File: config.mk
export PLATFORM = sky130hd
export DESIGN_NAME = udp_tx_scheduler
export DESIGN_NICKNAME = d
export VERILOG_FILES = /design/src/rtl/udp_tx_pkg.sv /design/src/rtl/rr_pick.sv /design/src/rtl/udp_tx_scheduler.sv
export SDC_FILE = /design/constraint.sdc
export NUM_CORES = 1
export LEC_CHECK = 0
export ABC_AREA = 1
export CAP_MARGIN = 20
export CORE_UTILIZATION = 45
export DETAILED_ROUTE_END_ITERATION = 16
export PLACE_DENSITY = 0.85
export REMOVE_ABC_BUFFERS = 1
export SETUP_SLACK_MARGIN = 0.5
export SLEW_MARGIN = 20
export SYNTH_ARGS = -nofsm -noshare
export SYNTH_HDL_FRONTEND = slang
export SYNTH_SLANG_ARGS = --single-unit
File: constraint.sdc
create_clock -name sys_clk -period 3.9 [get_ports sys_clk]
set_clock_uncertainty 0.15 [all_clocks]
set_input_delay 1.17 -clock sys_clk [delete_from_list [all_inputs] [get_ports sys_clk]]
set_output_delay 1.17 -clock sys_clk [all_outputs]
set_load 0.05 [all_outputs]
File: src/rtl/udp_tx_pkg.sv
// Shared types and constants for the UDP transmit path (scheduler and frame sender).
package udp_tx_pkg;

  localparam int LEN_W       = 16;
  localparam int PORT_W      = 16;
  localparam int DEF_MIN_LEN = 32;
  localparam int DEF_MAX_LEN = 1472;

  typedef enum logic [1:0] {
    IDLE = 2'd0,
    SEND = 2'd1,
    GAP  = 2'd2
  } sched_state_e;

  // Unsigned 16-bit inclusive range check on a payload length.
  function automatic logic len_ok(input logic [LEN_W-1:0] len,
                                  input int unsigned min_len,
                                  input int unsigned max_len);
    return (len >= LEN_W'(min_len)) && (len <= LEN_W'(max_len));
  endfunction

endpackage

File: src/rtl/rr_pick.sv
// Combinational round-robin picker: first asserted req at or above ptr, wrapping modulo N.
module rr_pick #(
  parameter int N  = 4,
  parameter int IW = $clog2(N)
) (
  input  logic [N-1:0]  req,
  input  logic [IW-1:0] ptr,
  output logic          valid,
  output logic [IW-1:0] index
);

  logic [IW:0] pos;

  // Walk offsets from farthest to nearest so the closest request to ptr is written last.
  always_comb begin
    valid = 1'b0;
    index = '0;
    pos   = '0;
    for (int k = N - 1; k >= 0; k--) begin
      pos = {1'b0, ptr} + (IW+1)'(k);
      if (pos >= (IW+1)'(N)) pos = pos - (IW+1)'(N);
      if (req[pos[IW-1:0]]) begin
        valid = 1'b1;
        index = pos[IW-1:0];
      end
    end
  end

endmodule

File: src/rtl/udp_tx_scheduler.sv
// Round-robin scheduler sharing one UDP frame sender: length check, single-cycle start,
// watchdog on completion and an enforced inter-frame gap before the next grant.
module udp_tx_scheduler
  import udp_tx_pkg::*;
#(
  parameter int NUM_REQ    = 4,
  parameter int MIN_LEN    = DEF_MIN_LEN,
  parameter int MAX_LEN    = DEF_MAX_LEN,
  parameter int IFG_CYCLES = 12,
  parameter int TIMEOUT    = 4095,
  localparam int SEL_W     = $clog2(NUM_REQ),
  localparam int WD_W      = $clog2(TIMEOUT + 1),
  localparam int GAP_W     = $clog2(IFG_CYCLES + 1)
) (
  input  logic                      sys_clk,
  input  logic                      rst,
  input  logic [NUM_REQ-1:0]        req,
  input  logic [NUM_REQ*LEN_W-1:0]  req_len,
  input  logic [NUM_REQ*PORT_W-1:0] req_port,
  output logic [NUM_REQ-1:0]        grant,
  output logic [NUM_REQ-1:0]        done,
  output logic [NUM_REQ-1:0]        err,
  output logic                      tx_start,
  output logic [LEN_W-1:0]          tx_len,
  output logic [PORT_W-1:0]         tx_port,
  output logic [SEL_W-1:0]          src_sel,
  input  logic                      tx_done,
  output logic [31:0]               frame_cnt
);

  sched_state_e state, state_d;
  logic [SEL_W-1:0]   ptr, ptr_d;
  logic [WD_W-1:0]    wdog, wdog_d;
  logic [GAP_W-1:0]   gap_cnt, gap_d;
  logic [NUM_REQ-1:0] grant_d, done_d, err_d;
  logic               start_d;
  logic [LEN_W-1:0]   len_d;
  logic [PORT_W-1:0]  port_d;
  logic [SEL_W-1:0]   sel_d;
  logic [31:0]        cnt_d;

  logic               pick_valid;
  logic [SEL_W-1:0]   pick_idx;
  logic [LEN_W-1:0]   pick_len;
  logic [PORT_W-1:0]  pick_port;
  logic               pick_ok;
  logic               wd_expired;
  logic               gap_last;

  rr_pick #(.N(NUM_REQ), .IW(SEL_W)) u_pick (
    .req   (req),
    .ptr   (ptr),
    .valid (pick_valid),
    .index (pick_idx)
  );

  assign pick_len   = req_len[pick_idx*LEN_W +: LEN_W];
  assign pick_port  = req_port[pick_idx*PORT_W +: PORT_W];
  assign pick_ok    = len_ok(pick_len, MIN_LEN, MAX_LEN);
  assign wd_expired = (wdog == WD_W'(TIMEOUT - 1));
  assign gap_last   = (gap_cnt == GAP_W'(IFG_CYCLES - 1));

  always_comb begin
    state_d = state;
    case (state)
      IDLE:    if (pick_valid && pick_ok) state_d = SEND;
      SEND:    if (tx_done || wd_expired) state_d = GAP;
      GAP:     if (gap_last) state_d = IDLE;
      default: state_d = IDLE;
    endcase
  end

  // Registered outputs are computed here as next values; tx_done beats the watchdog.
  always_comb begin
    grant_d = grant;
    done_d  = '0;
    err_d   = '0;
    start_d = 1'b0;
    len_d   = tx_len;
    port_d  = tx_port;
    sel_d   = src_sel;
    cnt_d   = frame_cnt;
    ptr_d   = ptr;
    wdog_d  = '0;
    gap_d   = '0;
    case (state)
      IDLE: begin
        if (pick_valid) begin
          ptr_d = (pick_idx == SEL_W'(NUM_REQ - 1)) ? '0 : pick_idx + 1'b1;
          if (pick_ok) begin
            grant_d           = '0;
            grant_d[pick_idx] = 1'b1;
            start_d           = 1'b1;
            len_d             = pick_len;
            port_d            = pick_port;
            sel_d             = pick_idx;
          end else begin
            err_d[pick_idx] = 1'b1;
          end
        end
      end
      SEND: begin
        wdog_d = wdog + 1'b1;
        if (tx_done) begin
          done_d[src_sel] = 1'b1;
          grant_d         = '0;
          cnt_d           = frame_cnt + 32'd1;
        end else if (wd_expired) begin
          err_d[src_sel] = 1'b1;
          grant_d        = '0;
        end
      end
      GAP: gap_d = gap_cnt + 1'b1;
      default: grant_d = '0;
    endcase
  end

  always_ff @(posedge sys_clk) begin
    if (rst) begin
      state     <= IDLE;
      ptr       <= '0;
      wdog      <= '0;
      gap_cnt   <= '0;
      grant     <= '0;
      done      <= '0;
      err       <= '0;
      tx_start  <= 1'b0;
      tx_len    <= '0;
      tx_port   <= '0;
      src_sel   <= '0;
      frame_cnt <= '0;
    end else begin
      state     <= state_d;
      ptr       <= ptr_d;
      wdog      <= wdog_d;
      gap_cnt   <= gap_d;
      grant     <= grant_d;
      done      <= done_d;
      err       <= err_d;
      tx_start  <= start_d;
      tx_len    <= len_d;
      tx_port   <= port_d;
      src_sel   <= sel_d;
      frame_cnt <= cnt_d;
    end
  end

endmodule

### Word level (Yosys, flattened, before mapping)

Index checks and enable logic that the tools add are counted.

| storage, ports and cells | value |
|---|---|
| output and inout port bits | 79 |
| latch bits | 0 |
| input port bits | 135 |
| bits in registers | 99 |
| RAM bits | 0 |
| memories kept | 0 |
| ROM bits | 0 |

| operators by class | value |
|---|---|
| bitwise gates (word level) | 5 |
| mux-type cells | 40 |
| $lt $le $gt $ge | 14 |
| reductions and logical operators | 15 |
| shifts and indexed selects | 2 |
| equality and inequality tests | 11 |
| multipliers | 0 |
| $add $sub $neg | 11 |
| div/mod/pow operators | 0 |

Operators with widths:

| cell | count |
|---|---|
| indexed part select 64 x 7 -> 16 bit | 2 |
| adder 32 x 1 -> 32 bit (second input constant) | 1 |
| 2-to-1 mux 4 bit | 8 |
| 2-to-1 mux 2 bit | 12 |
| less-than comparator 2 x 3 -> 1 bit (second input constant) | 6 |
| >= comparator 16 x 6 -> 1 bit (second input constant) | 1 |
| less-or-equal comparator 16 x 11 -> 1 bit (second input constant) | 1 |
| adder 12 x 1 -> 12 bit (second input constant) | 1 |
| equality test 12 bit (second input constant) | 1 |
| case mux 4 bit (3 select lines) | 1 |
| 2-to-1 mux 1 bit | 11 |
| inequality test 2 bit (second input constant) | 5 |
| >= comparator 3 bit (second input constant) | 3 |
| binary-select mux 1 bit (select 2 bit) | 4 |
| case mux 4 bit (2 select lines) | 1 |
| subtractor 2 x 1 -> 2 bit (second input constant) | 4 |
| adder 2 x 2 -> 3 bit (second input constant) | 2 |
| case mux 2 bit (3 select lines) | 1 |
| AND reduction 3 bit | 2 |
| OR reduction 3 bit | 2 |
| NOT 1 bit | 5 |
| adder 4 x 1 -> 4 bit (second input constant) | 1 |
| demux 1 bit (select 2 bit) | 2 |
| equality test 2 bit (second input constant) | 2 |
| 13 further kinds | 19 |

### Depth between registers and ports, before layout

Gate-level depths: netlist (run 1).

| logic depth | value |
|---|---|
| word-level depth | 16 |
| depth in mapped cells | 25 |
| mapped depth without buffers | 23 |

### Cells and area by module

Synthesis (run 1) repeated with hierarchy kept, for this count alone.

| unflattened totals | value |
|---|---|
| cell total of the unflattened synthesis | 854 |
| area, all modules | 5429.0 um2 |

By module, submodules not included:

| module | area an instance (um2) | cells an instance | times used |
|---|---|---|---|
| udp_tx_scheduler | 5216.3 | 808 | 1 |
| rr_pick | 212.7 | 46 | 1 |

### Least setup slack after synthesis (run 1)

No wires, ideal clock.

| timing path | value |
|---|---|
| path type | input to register |
| start point | input req[0] |
| end point | register tx_port[10] |
| stages | 20 |
| buffers on the path | 3 |
| arrival time | 3.009 ns |
| slack | 0.624 ns |
| path through | nand2_1 -> nand2_1 -> nand2_2 -> nand2_1 -> o21ai_1 -> nand2_2 -> nand2_2 -> buf_6 -> buf_6 -> nand2_1 -> nand3_1 -> nand2_1 -> nor2_1 -> nand2_1 -> nand3b_1 -> nand3_4 -> inv_4 -> nand2_2 -> buf_6 -> o21ai_2 |

| on the way | value |
|---|---|
| longest elaborated chain between the ends | 10 |

Ends and longest elaborated chain:

| item | RTL line | source |
|---|---|---|
| start: declaration | udp_tx_scheduler.sv:17 | `input logic [NUM_REQ-1:0] req,` |
| binary-select mux 1 bit (select 2 bit) | rr_pick.sv:22 | `if (req[pos[IW-1:0]]) begin` |
| 2-to-1 mux 1 bit (implied by the code) | rr_pick.sv:22 |  |
| 2-to-1 mux 2 bit (4 in series) | rr_pick.sv:22 |  |
| indexed part select 64 x 7 -> 16 bit | udp_tx_scheduler.sv:57 | `assign pick_len = req_len[pick_idx*LEN_W +: LEN_W];` |
| >= comparator 16 x 6 -> 1 bit or less-or-equal comparator 16 x 11 -> 1 bit (tied branches) | udp_tx_pkg.sv:19 | `return (len >= LEN_W'(min_len)) && (len <= LEN_W'(max_len));` |
| logical AND 1 bit | udp_tx_pkg.sv:19 |  |
| AND reduction 3 bit (no line) | -- |  |
| end signal: assignment | udp_tx_scheduler.sv:142 | `tx_port <= port_d;` |
| end: declaration | udp_tx_scheduler.sv:25 | `output logic [PORT_W-1:0] tx_port,` |

Parallel ways exist; a longest one is shown, timed or not. The select of a mux whose other input is x is not followed.
A chain may end at the register's enable or synchronous reset.

### Final worst setup path (run 1)

| timing path | value |
|---|---|
| start point | input req[0] |
| end point | register tx_len[4] |

| on the way | value |
|---|---|
| longest elaborated chain between the ends | 10 |

Ends and longest elaborated chain:

| item | RTL line | source |
|---|---|---|
| binary-select mux 1 bit (select 2 bit) | rr_pick.sv:22 |  |
| 2-to-1 mux 1 bit (implied by the code) | rr_pick.sv:22 |  |
| 2-to-1 mux 2 bit (4 in series) | rr_pick.sv:22 |  |
| indexed part select 64 x 7 -> 16 bit | udp_tx_scheduler.sv:57 |  |
| >= comparator 16 x 6 -> 1 bit or less-or-equal comparator 16 x 11 -> 1 bit (tied branches) | udp_tx_pkg.sv:19 |  |
| logical AND 1 bit | udp_tx_pkg.sv:19 |  |
| AND reduction 3 bit (no line) | -- |  |
| end signal: assignment | udp_tx_scheduler.sv:141 | `tx_len <= len_d;` |
| end: declaration | udp_tx_scheduler.sv:24 | `output logic [LEN_W-1:0] tx_len,` |

Parallel ways exist; a longest one is shown, timed or not. The select of a mux whose other input is x is not followed.

==> out/metrics.cfg, run 1 <==
[timing]
tightest_slew_ns = 0.793
rsz0062_at_grt = true
post-route-min-period_ns = 3.69
timing.final.crit_share = 0.945
hold_viol = 0
clock.fmax_mhz = 271
slew_violations = 0
setup_violations = 0
max_slew_margin = 0.470

[cts]
cts_tree = done
cts.hold.buffers_added = 0
clk_latency_ns = 0.33
h-tree-depth = 3
cts_buffers = 9
path_clk_slew_ns = 0.07
cts-root-buf = clkbuf_16
clock_sinks = 99
clk_path_buf_depth = 2

[logic_synthesis]
async_reset_ff_frac = 0
yosysWarnings = 0
syn_area_um2 = 5520
syn_inst = 829
synth_edf_count = 0
ys_ff_latch = 99
yosysTopAreaCell = dfxtp_1
synth.top_cell.area_share = 0.359
ys_seq_area_frac = 0.359
synth.distinct_cells = 39
syn_avg_cell_area_um2 = 6.66
synth_area_leaders = dfxtp_1 (36%), nand2_1 (15%), nand3_1 (7.5%), a21oi_1 (6.7%), inv_1 (6.7%)
synth_ff_type = dfxtp_1

[worst_setup_path]
cpMaxStageDelayCell = nand3b_1
reg2reg_from = ptr[0]$_SDFFE_PP0P_
crit_arrival_ns = 3.75
path_common_cell = nand2_2
crit_path_max_incr_delay_ns = 0.21
cp-end-kind = register
required_ns = 3.96
crit_type = in -> reg
r2r_end = tx_len[4]$_SDFFE_PP0P_
cp_max_fo = 8
regToRegSetupSlack_ns = 0.44
critPathTopFamily = simple AND/OR/NAND/NOR gates
timing.critical_path.buf_inv = 10
cp-start-kind = input port
rr_worst_depth = 26

[place]
post_dp_cell_area_um2 = 8110
dp_cells = 1203
place.port_buffers = 213
hpwl_um = 12100
gp_congestion = 0.881

[routing]
drcViolationCount = 0
drtPass1Iterations = 6
vias = 6960
drtAntennaViolNets = 0
vias_per_cell = 5.45
drt_iter0_markers = 596
wl_per_cell_um = 16.2
wl_um = 20600

[power]
p_seq_frac = 0.157
power_density_nw_per_um2 = 809
swShare = 0.445
p_leak_nw = 4.07
finalPower_w = 0.00780
power_frac_comb = 0.719
power_frac_clock = 0.124
p_int_w = 0.00433
peakVddDrop_uv = 703
p_sw_w = 0.00347

[global_route]
grt_pass1_wl_um = 29600
first_global_vias = 6426
antenna_found_initial = 0
track_usage = 0.289
grt_max_degree = 42
overflow = 0

[floorplan]
dieWidth_um = 113
coreArea_um2 = 12000
start_util = 0.461
die_height_um = 113
num_rows = 40
io_pins = 214
fp.dieArea_um2 = 12700

[job]
maxCapViolations = 0

[final_layout]
design_area_um2 = 9650
n_antenna_cell = 0
regArea_um2 = 1980
syn_to_final_growth_pct = 74.8
drive_above_1_share = 0.234
mostFrequentLayoutCell = clkdlybuf4s50_1
finish.utilization = 0.806
mostFrequentLayoutCells = clkdlybuf4s50_1 (208), nand2_1 (158), dfxtp_1 (98)
fin_nets = 1268
multi_input_area_um2 = 3400
n_fill_cell = 736
instances_no_fill = 1276

[worst_hold_path]
hold_depth = 2
min-delay-start = tx_len[12]$_SDFFE_PP0P_
hp-class = reg -> reg
min_to = tx_len[12]$_SDFFE_PP0P_

[run_status]
outcome = finished, final reports clean

==> area by class of cell <==
cell class	count	area share
tap	147	0.0191
sequential	99	0.206
inverter	107	0.0445
clock inverter	5	0.00882
clock buffer	10	0.0248
multi-input combinational	587	0.353
timing repair buffer	321	0.344
==> power by group through the flow <==
| stage | Clock, W | Combinational [W] | Sequential (W) |
|---|---|---|---|
| after floorplan | 0 | 0.00190 | 0.00151 |
| after global placement | 0 | 0.00363 | 0.00122 |
| after detailed placement | 0 | 0.00366 | 0.00122 |
| after CTS | 0.000976 | 0.00484 | 0.00120 |
| after global routing | 0.00102 | 0.00597 | 0.00124 |
| final | 0.000966 | 0.00561 | 0.00122 |
==> worst max path at each step <==
stage | startpoint | to | depth (start not counted) | slack [ns]
global route | req[2] | tx_len[4]$_SDFFE_PP0P_ | 26 | 0.12
detailed placement | req[3] | grant[1]$_SDFFE_PP0P_ | 22 | -0.26
CTS | req[0] | tx_port[0]$_SDFFE_PP0P_ | 25 | 0.44
global placement | req[3] | grant[3]$_SDFFE_PP0P_ | 22 | -0.23
finish | req[0] | tx_len[4]$_SDFFE_PP0P_ | 26 | 0.21
floorplan | req[0] | grant[1]$_SDFFE_PP0P_ | 13 | -0.55
==> metrics by stage <==
step           worst slack, ns  hold slack, ns  setup TNS [ns]
2_1_floorplan           -0.552           0.268          -15.17
3_3_place_gp            -0.227           0.276           -4.72
3_5_place_dp            -0.256           0.280           -6.55
4_1_cts                  0.440           0.287               0
5_1_grt                  0.120           0.303               0
6_report                 0.214           0.290               0
==> logic make-up after synthesis <==
logic type	synth area share
AOI/OAI and AO/OA	0.161
xor gates and xnor gates	0.00317
adders and majority gates	0.0181
buffers and inverters	0.109
DFF	0.359
and+or+nand+nor	0.350
==> registers in the layout, indices dropped and copies added, names as in the netlist <==
name,flops
done,4
err,4
frame_cnt,32
gap_cnt,4
grant,4
ptr,2
src_sel,2
state,2
tx_len,16
tx_port,16
tx_start,1
wdog,12
==> metal layers <==
| layer | vias up | wire [um] | GRT usage |
|---|---|---|---|
| li1 | 3301 | - | - |
| met1 | 3220 | 7930 | 0.330 |
| met2 | 351 | 10400 | 0.528 |
| met3 | 88 | 1280 | 0.0632 |
| met4 | 0 | 1020 | 0.109 |
| met5 | - | 0 | 0 |
==> synthesized netlist by cell type (2+ instances only) <==
| cell type | n |
|---|---|
| nand2_1 | 215 |
| dfxtp_1 | 99 |
| inv_1 | 98 |
| nand3_1 | 83 |
| a21oi_1 | 74 |
| nor2_1 | 68 |
| o21ai_0 | 29 |
| nand3b_1 | 18 |
| nor3_1 | 17 |
| clkbuf_1 | 16 |
| buf_2 | 14 |
| a32o_1 | 13 |
| nand4_1 | 12 |
| o21ai_2 | 9 |
| ha_1 | 8 |
| o21a_1 | 7 |
| nand2_2 | 6 |
| buf_6 | 5 |
| inv_2 | 5 |
| a211oi_1 | 3 |
| nor2_2 | 3 |
| nor2_4 | 3 |
| o32ai_1 | 3 |
| a31oi_1 | 2 |
| clkinv_1 | 2 |
| nand3_2 | 2 |
| o21ai_1 | 2 |
| o21bai_1 | 2 |
==> tightest hold or removal path, stage by stage, from the launching register on <==
cell     delay [ns]
dfxtp_1        0.32
nand2_2        0.06
nor2_1         0.03
==> repair_timing <==
| item | CTS | global route |
|---|---|---|
| setup endpoints to repair | 52 | 51 |
| pin swaps | 30 | 39 |
| hold endpoints to repair | 0 | 0 |
| setup buffers | 43 | 6 |
| gates resized for setup | 78 | 106 |
| gates cloned | 6 | 3 |
Power figures use the tool's default switching activity.
==> run 2, diff against run 1 <==
--- a/config.mk
+++ b/config.mk
@@ -8,7 +8,9 @@
 export ABC_AREA = 1
 export CAP_MARGIN = 20
 export CORE_UTILIZATION = 45
+export CTS_CLUSTER_DIAMETER = 200
 export DETAILED_ROUTE_END_ITERATION = 16
+export GPL_TIMING_DRIVEN = 0
 export PLACE_DENSITY = 0.85
 export REMOVE_ABC_BUFFERS = 1
 export SETUP_SLACK_MARGIN = 0.5
==> run 2 against run 1 <==
  * Final cell count fell by 2.6%
  * Critical path depth is 4 lower
  * Non-clock buffer count shrank 46
  * Highest routed layer unchanged
==> out/metrics.cfg, run 2 (same netlist as run 1, synthesis figures left out) <==
[routing]
drtPass1Iterations = 6  ; unchanged
wl_um = 20900  ; was 20,600 um
drtAntennaViolNets = 0  ; unchanged
drcViolationCount = 0  ; unchanged
vias = 6896  ; was 6,960
vias_per_cell = 5.55  ; was 5.45
drt_iter0_markers = 662  ; was 596
wl_per_cell_um = 16.8  ; was 16.2 um

[cts]
clk_path_buf_depth = 2  ; unchanged
clock_sinks = 99  ; unchanged
cts_buffers = 9  ; unchanged
cts.hold.buffers_added = 0  ; unchanged
clk_latency_ns = 0.34  ; was 0.33 ns
h-tree-depth = 3  ; unchanged
cts-root-buf = clkbuf_16  ; unchanged
cts_tree = done  ; unchanged
path_clk_slew_ns = 0.07  ; about the same

[timing]
rsz0062_at_grt = true  ; unchanged
timing.final.crit_share = 0.939  ; was 0.945
clock.fmax_mhz = 273  ; was 271 MHz
hold_viol = 0  ; unchanged
slew_violations = 0  ; unchanged
setup_violations = 0  ; unchanged
post-route-min-period_ns = 3.66  ; was 3.69 ns
setup_slack_ns = 0.237  ; was 0.214 ns
tightest_slew_ns = 0.985  ; was 0.793 ns
max_slew_margin = 0.344  ; was 0.470
fin_setup_tns_ns = 0  ; unchanged

[floorplan]
die_height_um = 113  ; unchanged
coreArea_um2 = 12000  ; unchanged
num_rows = 40  ; unchanged
dieWidth_um = 113  ; unchanged
start_util = 0.461  ; unchanged
fp.dieArea_um2 = 12700  ; unchanged
io_pins = 214  ; unchanged

[worst_setup_path]
rr_worst_depth = 22  ; was 26
crit_type = in -> reg  ; unchanged
path_common_cell = nand2_2  ; unchanged
worstPathCellList = buf_6, nand2_2, nand2_2, nand2_2, nand2_4, o21ai_4, nand2_8, nand2_8, nand2_2, nand3_1, nand2_2, nor2_2, nand2_1, nor2_2, nand2_2, nand2_4, nand3_4, buf_12, inv_8, buf_12, nand2_4, a21oi_2
startpoint = req[0]  ; unchanged
r2r_end = tx_port[6]$_SDFFE_PP0P_  ; was tx_len[4]$_SDFFE_PP0P_
timing.critical_path.buf_inv = 4  ; was 10
cp-end-kind = register  ; unchanged
required_ns = 4.03  ; was 3.96 ns
regToRegSetupSlack_ns = 0.32  ; was 0.44 ns
cp-start-kind = input port  ; unchanged
reg2reg_from = ptr[0]$_SDFFE_PP0P_  ; unchanged
crit_path_max_incr_delay_ns = 0.30  ; was 0.21 ns
critPathTopFamily = simple AND/OR/NAND/NOR gates  ; unchanged
crit_arrival_ns = 3.79  ; was 3.75 ns
cpMaxStageDelayCell = o21ai_4  ; was nand3b_1
cp_max_fo = 6  ; was 8

[place]
post_dp_cell_area_um2 = 7700  ; was 8110 um2
place.port_buffers = 213  ; unchanged
gp_congestion = 0.811  ; was 0.881
post-place-ws_ns = -1.86  ; was -0.256 ns
hpwl_um = 11400  ; was 12,100 um

[run_status]
outcome = finished, final reports clean  ; unchanged

[worst_hold_path]
hold_depth = 2  ; unchanged
min-delay-start = tx_len[11]$_SDFFE_PP0P_  ; was tx_len[12]$_SDFFE_PP0P_
min_to = tx_len[11]$_SDFFE_PP0P_  ; was tx_len[12]$_SDFFE_PP0P_
hp-class = reg -> reg  ; unchanged

[final_layout]
n_antenna_cell = 0  ; unchanged
drive_above_1_share = 0.209  ; was 0.234
fin_nets = 1234  ; was 1,268
design_area_um2 = 9470  ; was 9650 um2
largest_reg_flops = 32  ; unchanged
syn_to_final_growth_pct = 71.6  ; was 74.8%
mostFrequentLayoutCell = clkdlybuf4s50_1  ; unchanged
finish.utilization = 0.792  ; was 0.806
regArea_um2 = 1980  ; about the same
top_register = frame_cnt  ; unchanged
multi_input_area_um2 = 3650  ; was 3400 um2
n_fill_cell = 779  ; was 736
top_regs = frame_cnt x32, tx_len x16, tx_port x16  ; unchanged
mostFrequentLayoutCells = clkdlybuf4s50_1 (207), nand2_1 (165), dfxtp_1 (99)  ; was clkdlybuf4s50_1 (208), nand2_1 (158), dfxtp_1 (98)

[global_route]
grt_pass1_wl_um = 31000  ; was 29,600 um
antenna_found_initial = 0  ; unchanged
first_global_vias = 6290  ; was 6,426
grt_max_degree = 44  ; was 42
overflow = 0  ; unchanged
track_usage = 0.309  ; was 0.289

[job]
maxCapViolations = 0  ; unchanged

[power]
finalPower_w = 0.00743  ; was 0.00780 W
peakVddDrop_uv = 437  ; was 703 uV
power_density_nw_per_um2 = 785  ; was 809 nW/um2
p_leak_nw = 3.90  ; was 4.07 nW

==> run 2: changes by cell type in the layout (fill, tap and decap cells not counted), sizes merged <==
cell / delta
inv: +3
clkinv: -1
dlygate4sd2: -1
nand3: +2
buf: -43
clkdlybuf4s15: +1
clkinvlp: -1
clkbuf: -1
clkdlybuf4s50: -1
nand2: +9
==> run 2: final cells by class <==
class	count	area share
flip-flops and latches	99	0.209
clock buffers	11	0.0267
repair inverters	1	0.00119
multi-input cells	598	0.385
repair buffers	275	0.305
clock inverters	5	0.00872
inverters	107	0.0447
well taps	147	0.0194
==> run 2: worst max path at each step <==
stage	to	depth (start not counted)
2_1_floorplan	grant[1]$_SDFFE_PP0P_	13
3_3_place_gp	grant[3]$_SDFFE_PP0P_	15
3_5_place_dp	tx_port[0]$_SDFFE_PP0P_	21
4_1_cts	tx_port[6]$_SDFFE_PP0P_	21
5_1_grt	grant[3]$_SDFFE_PP0P_	22
6_report	tx_port[6]$_SDFFE_PP0P_	22
==> run 2: metal layers <==
metal	share of wire	up-vias	global-route usage	wire, um
met3	0.080	70	0.0659	1680
met5	0	-	0	0
met4	0.037	0	0.136	774
met2	0.51	368	0.547	10700
li1	-	3260	-	-
met1	0.37	3198	0.360	7800
==> run 2: per-stage QoR <==
step	std cells	hold WS, ns
3_5_place_dp	1155	0.278
5_1_grt	1243	0.297
4_1_cts	1222	0.287
6_report	1243	0.285
2_1_floorplan	793	0.268
3_3_place_gp	1153	0.277
==> run 2: worst min-delay path, stage by stage (launching register included) <==
cell,delay [ns]
dfxtp_1,0.31
nand2_1,0.06
nor2_1,0.03
==> run 2: what timing repair did <==
item | in CTS | in global routing
pin swaps | 46 | 45
cloned | 15 | 1
gates resized for setup | 119 | 76
buffers inserted | 36 | 20
setup endpoints to repair | 57 | 51
==> run 2: power by group <==
part           total [W]  switching (W)  internal, W
clock network   0.000984       0.000384     0.000600
registers        0.00121      0.0000874      0.00112
logic            0.00524        0.00319      0.00205
==> run 3, diff against run 2 <==
--- a/config.mk
+++ b/config.mk
@@ -12,6 +12,7 @@
 export DETAILED_ROUTE_END_ITERATION = 16
 export GPL_TIMING_DRIVEN = 0
 export PLACE_DENSITY = 0.85
+export RECOVER_POWER = 50
 export REMOVE_ABC_BUFFERS = 1
 export SETUP_SLACK_MARGIN = 0.5
 export SLEW_MARGIN = 20
==> run 3 against run 2 <==
  * Global-route usage unchanged
  * Core utilization decreased by 0.17 points
  * Sequential share of layout area about the same
  * Via count about the same
  * Worst setup slack worse by 0.026 ns
  * Critical endpoint is now tx_len[9]$_SDFFE_PP0P_
  * Count of clock-buffer cells in the layout stayed put
  * Sequential power about the same
  * Routed wire length decreased by 0.33%
==> out/metrics.cfg, run 3 (same netlist as run 1, synthesis figures left out) <==
[run_status]
outcome = finished, final reports clean  ; unchanged

[timing]
setup_violations = 0  ; unchanged
max_slew_margin = 0.333  ; was 0.344
post-route-min-period_ns = 3.69  ; was 3.66 ns
fin_setup_tns_ns = 0  ; unchanged
slew_violations = 0  ; unchanged
timing.final.crit_share = 0.946  ; was 0.939
rsz0062_at_grt = true  ; unchanged
setup_slack_ns = 0.211  ; was 0.237 ns
hold_viol = 0  ; unchanged
tightest_slew_ns = 1.00  ; was 0.985 ns
clock.fmax_mhz = 271  ; was 273 MHz

[final_layout]
finish.utilization = 0.790  ; was 0.792
largest_reg_flops = 32  ; unchanged
design_area_um2 = 9450  ; was 9470 um2
mostFrequentLayoutCell = clkdlybuf4s50_1  ; unchanged
fin_nets = 1234  ; unchanged
mostFrequentLayoutCells = clkdlybuf4s50_1 (207), nand2_1 (166), dfxtp_1 (99)  ; was clkdlybuf4s50_1 (207), nand2_1 (165), dfxtp_1 (99)
drive_above_1_share = 0.204  ; was 0.209
top_register = frame_cnt  ; unchanged
syn_to_final_growth_pct = 71.2  ; was 71.6%
n_antenna_cell = 0  ; unchanged
top_regs = frame_cnt x32, tx_len x16, tx_port x16  ; unchanged

[power]
p_leak_nw = 3.89  ; was 3.90 nW
power_density_nw_per_um2 = 785  ; about the same
p_int_w = 0.00377  ; about the same
p_seq_frac = 0.163  ; was 0.162
p_sw_w = 0.00365  ; was 0.00366 W
power_frac_clock = 0.132  ; about the same
swShare = 0.492  ; was 0.493
power_frac_comb = 0.705  ; about the same
peakVddDrop_uv = 436  ; was 437 uV

[floorplan]
num_rows = 40  ; unchanged
dieWidth_um = 113  ; unchanged
coreArea_um2 = 12000  ; unchanged
start_util = 0.461  ; unchanged
io_pins = 214  ; unchanged
fp.dieArea_um2 = 12700  ; unchanged
die_height_um = 113  ; unchanged

[routing]
drtPass1Iterations = 8  ; was 6
drtAntennaViolNets = 0  ; unchanged
vias = 6891  ; was 6,896
drt_iter0_markers = 675  ; was 662
wl_per_cell_um = 16.8  ; about the same
drcViolationCount = 0  ; unchanged
wl_um = 20900  ; about the same
vias_per_cell = 5.54  ; was 5.55

[cts]
cts.hold.buffers_added = 0  ; unchanged
h-tree-depth = 3  ; unchanged
cts-root-buf = clkbuf_16  ; unchanged
clk_latency_ns = 0.34  ; about the same
cts_tree = done  ; unchanged
clock_sinks = 99  ; unchanged
cts_buffers = 9  ; unchanged
path_clk_slew_ns = 0.07  ; about the same
clk_path_buf_depth = 2  ; unchanged

[global_route]
grt_pass1_wl_um = 31000  ; unchanged
first_global_vias = 6290  ; unchanged
grt_max_degree = 44  ; unchanged
overflow = 0  ; unchanged
antenna_found_initial = 0  ; unchanged
track_usage = 0.309  ; unchanged

[worst_setup_path]
rr_worst_depth = 22  ; unchanged
cp-end-kind = register  ; unchanged
critPathTopFamily = simple AND/OR/NAND/NOR gates  ; unchanged
regToRegSetupSlack_ns = 0.30  ; was 0.32 ns
cp_num_cells = 22  ; unchanged
reg2reg_from = ptr[0]$_SDFFE_PP0P_  ; unchanged
crit_path_max_incr_delay_ns = 0.30  ; about the same
crit_type = in -> reg  ; unchanged
worstPathCellList = buf_6, nand2_2, nand2_2, nand2_2, nand2_4, o21ai_4, nand2_8, nand2_8, nand2_2, nand3_1, nand2_2, nor2_2, nand2_1, nor2_2, nand2_2, nand2_4, buf_4, buf_4, nand3_4, buf_4, nand2_1, a21oi_1  ; was buf_6, nand2_2, nand2_2, nand2_2, nand2_4, o21ai_4, nand2_8, nand2_8, nand2_2, nand3_1, nand2_2, nor2_2, nand2_1, nor2_2, nand2_2, nand2_4, nand3_4, buf_12, inv_8, buf_12, nand2_4, a21oi_2
path_common_cell = nand2_2  ; unchanged
timing.critical_path.buf_inv = 4  ; unchanged
cp-start-kind = input port  ; unchanged
cpMaxStageDelayCell = o21ai_4  ; unchanged
r2r_end = tx_len[9]$_SDFFE_PP0P_  ; was tx_port[6]$_SDFFE_PP0P_
crit_arrival_ns = 3.72  ; was 3.79 ns
cp_max_fo = 6  ; unchanged
required_ns = 3.93  ; was 4.03 ns

[worst_hold_path]
hold_depth = 2  ; unchanged
min_to = tx_len[11]$_SDFFE_PP0P_  ; unchanged
min-delay-start = tx_len[11]$_SDFFE_PP0P_  ; unchanged
hp-class = reg -> reg  ; unchanged

[place]
gp_congestion = 0.811  ; unchanged
hpwl_um = 11400  ; unchanged
place.port_buffers = 213  ; unchanged
post-place-ws_ns = -1.86  ; unchanged
post_dp_cell_area_um2 = 7700  ; unchanged

[job]
maxCapViolations = 0  ; unchanged

[run 3: power by group through the flow]
stage / logic (W) / registers (W) / clock network (W)
after CTS: 0.00455 / 0.00120 / 0.000989
after detailed placement: 0.00314 / 0.00122 / 0
final: 0.00523 / 0.00121 / 0.000983
after floorplan: 0.00190 / 0.00151 / 0
after global routing: 0.00553 / 0.00122 / 0.00103
after global placement: 0.00305 / 0.00121 / 0
[run 3: metal layers]
metal / wire length [um] / track usage
met3: 1640 / 0.0659
met4: 829 / 0.136
met1: 7780 / 0.360
met5: 0 / 0
met2: 10600 / 0.547
[run 3: worst reg2reg max path: cells and delay by family, from the launching register on]
| family | cells | cell delay, ns |
|---|---|---|
| AND/OR/NAND/NOR | 16 | 1.78 |
| AO/OA/AOI/OAI | 2 | 0.36 |
| flip-flops | 1 | 0.62 |
| buffers and inverters | 4 | 0.54 |
[run 3: final cells by class]
cell class,instances,area [um2]
multi-input combinational,598,3630
timing repair buffer,275,2880
fill,784,2510
sequential,99,1980
inverter,107,423
clock buffer,11,253
tap,147,184
clock inverter,5,82.6
timing repair inverter,1,11.3
[run 3: metrics by stage]
stage                     power [W]  hold WS (ns)  std cells
after floorplan             0.00341         0.268        793
after global placement      0.00426         0.277       1153
after detailed placement    0.00436         0.278       1155
after CTS                   0.00674         0.287       1222
after global routing        0.00778         0.297       1243
final                       0.00742         0.286       1243
[run 3: worst max-delay path by stage]
stage / from / end / slack, ns
5_1_grt: tx_done / frame_cnt[29]$_SDFFE_PP0P_ / 0.06
6_report: req[0] / tx_len[9]$_SDFFE_PP0P_ / 0.21
3_3_place_gp: req[1] / grant[3]$_SDFFE_PP0P_ / -2.28
2_1_floorplan: req[0] / grant[1]$_SDFFE_PP0P_ / -0.55
4_1_cts: req[1] / tx_port[6]$_SDFFE_PP0P_ / 0.51
3_5_place_dp: req[3] / tx_port[0]$_SDFFE_PP0P_ / -1.86
[run 3: repair_timing]
| item | CTS | global route |
|---|---|---|
| pin swaps | 46 | 45 |
| cloned | 15 | 1 |
| gates resized for setup | 119 | 76 |
| setup endpoints to repair | 57 | 51 |
| buffers inserted | 36 | 20 |
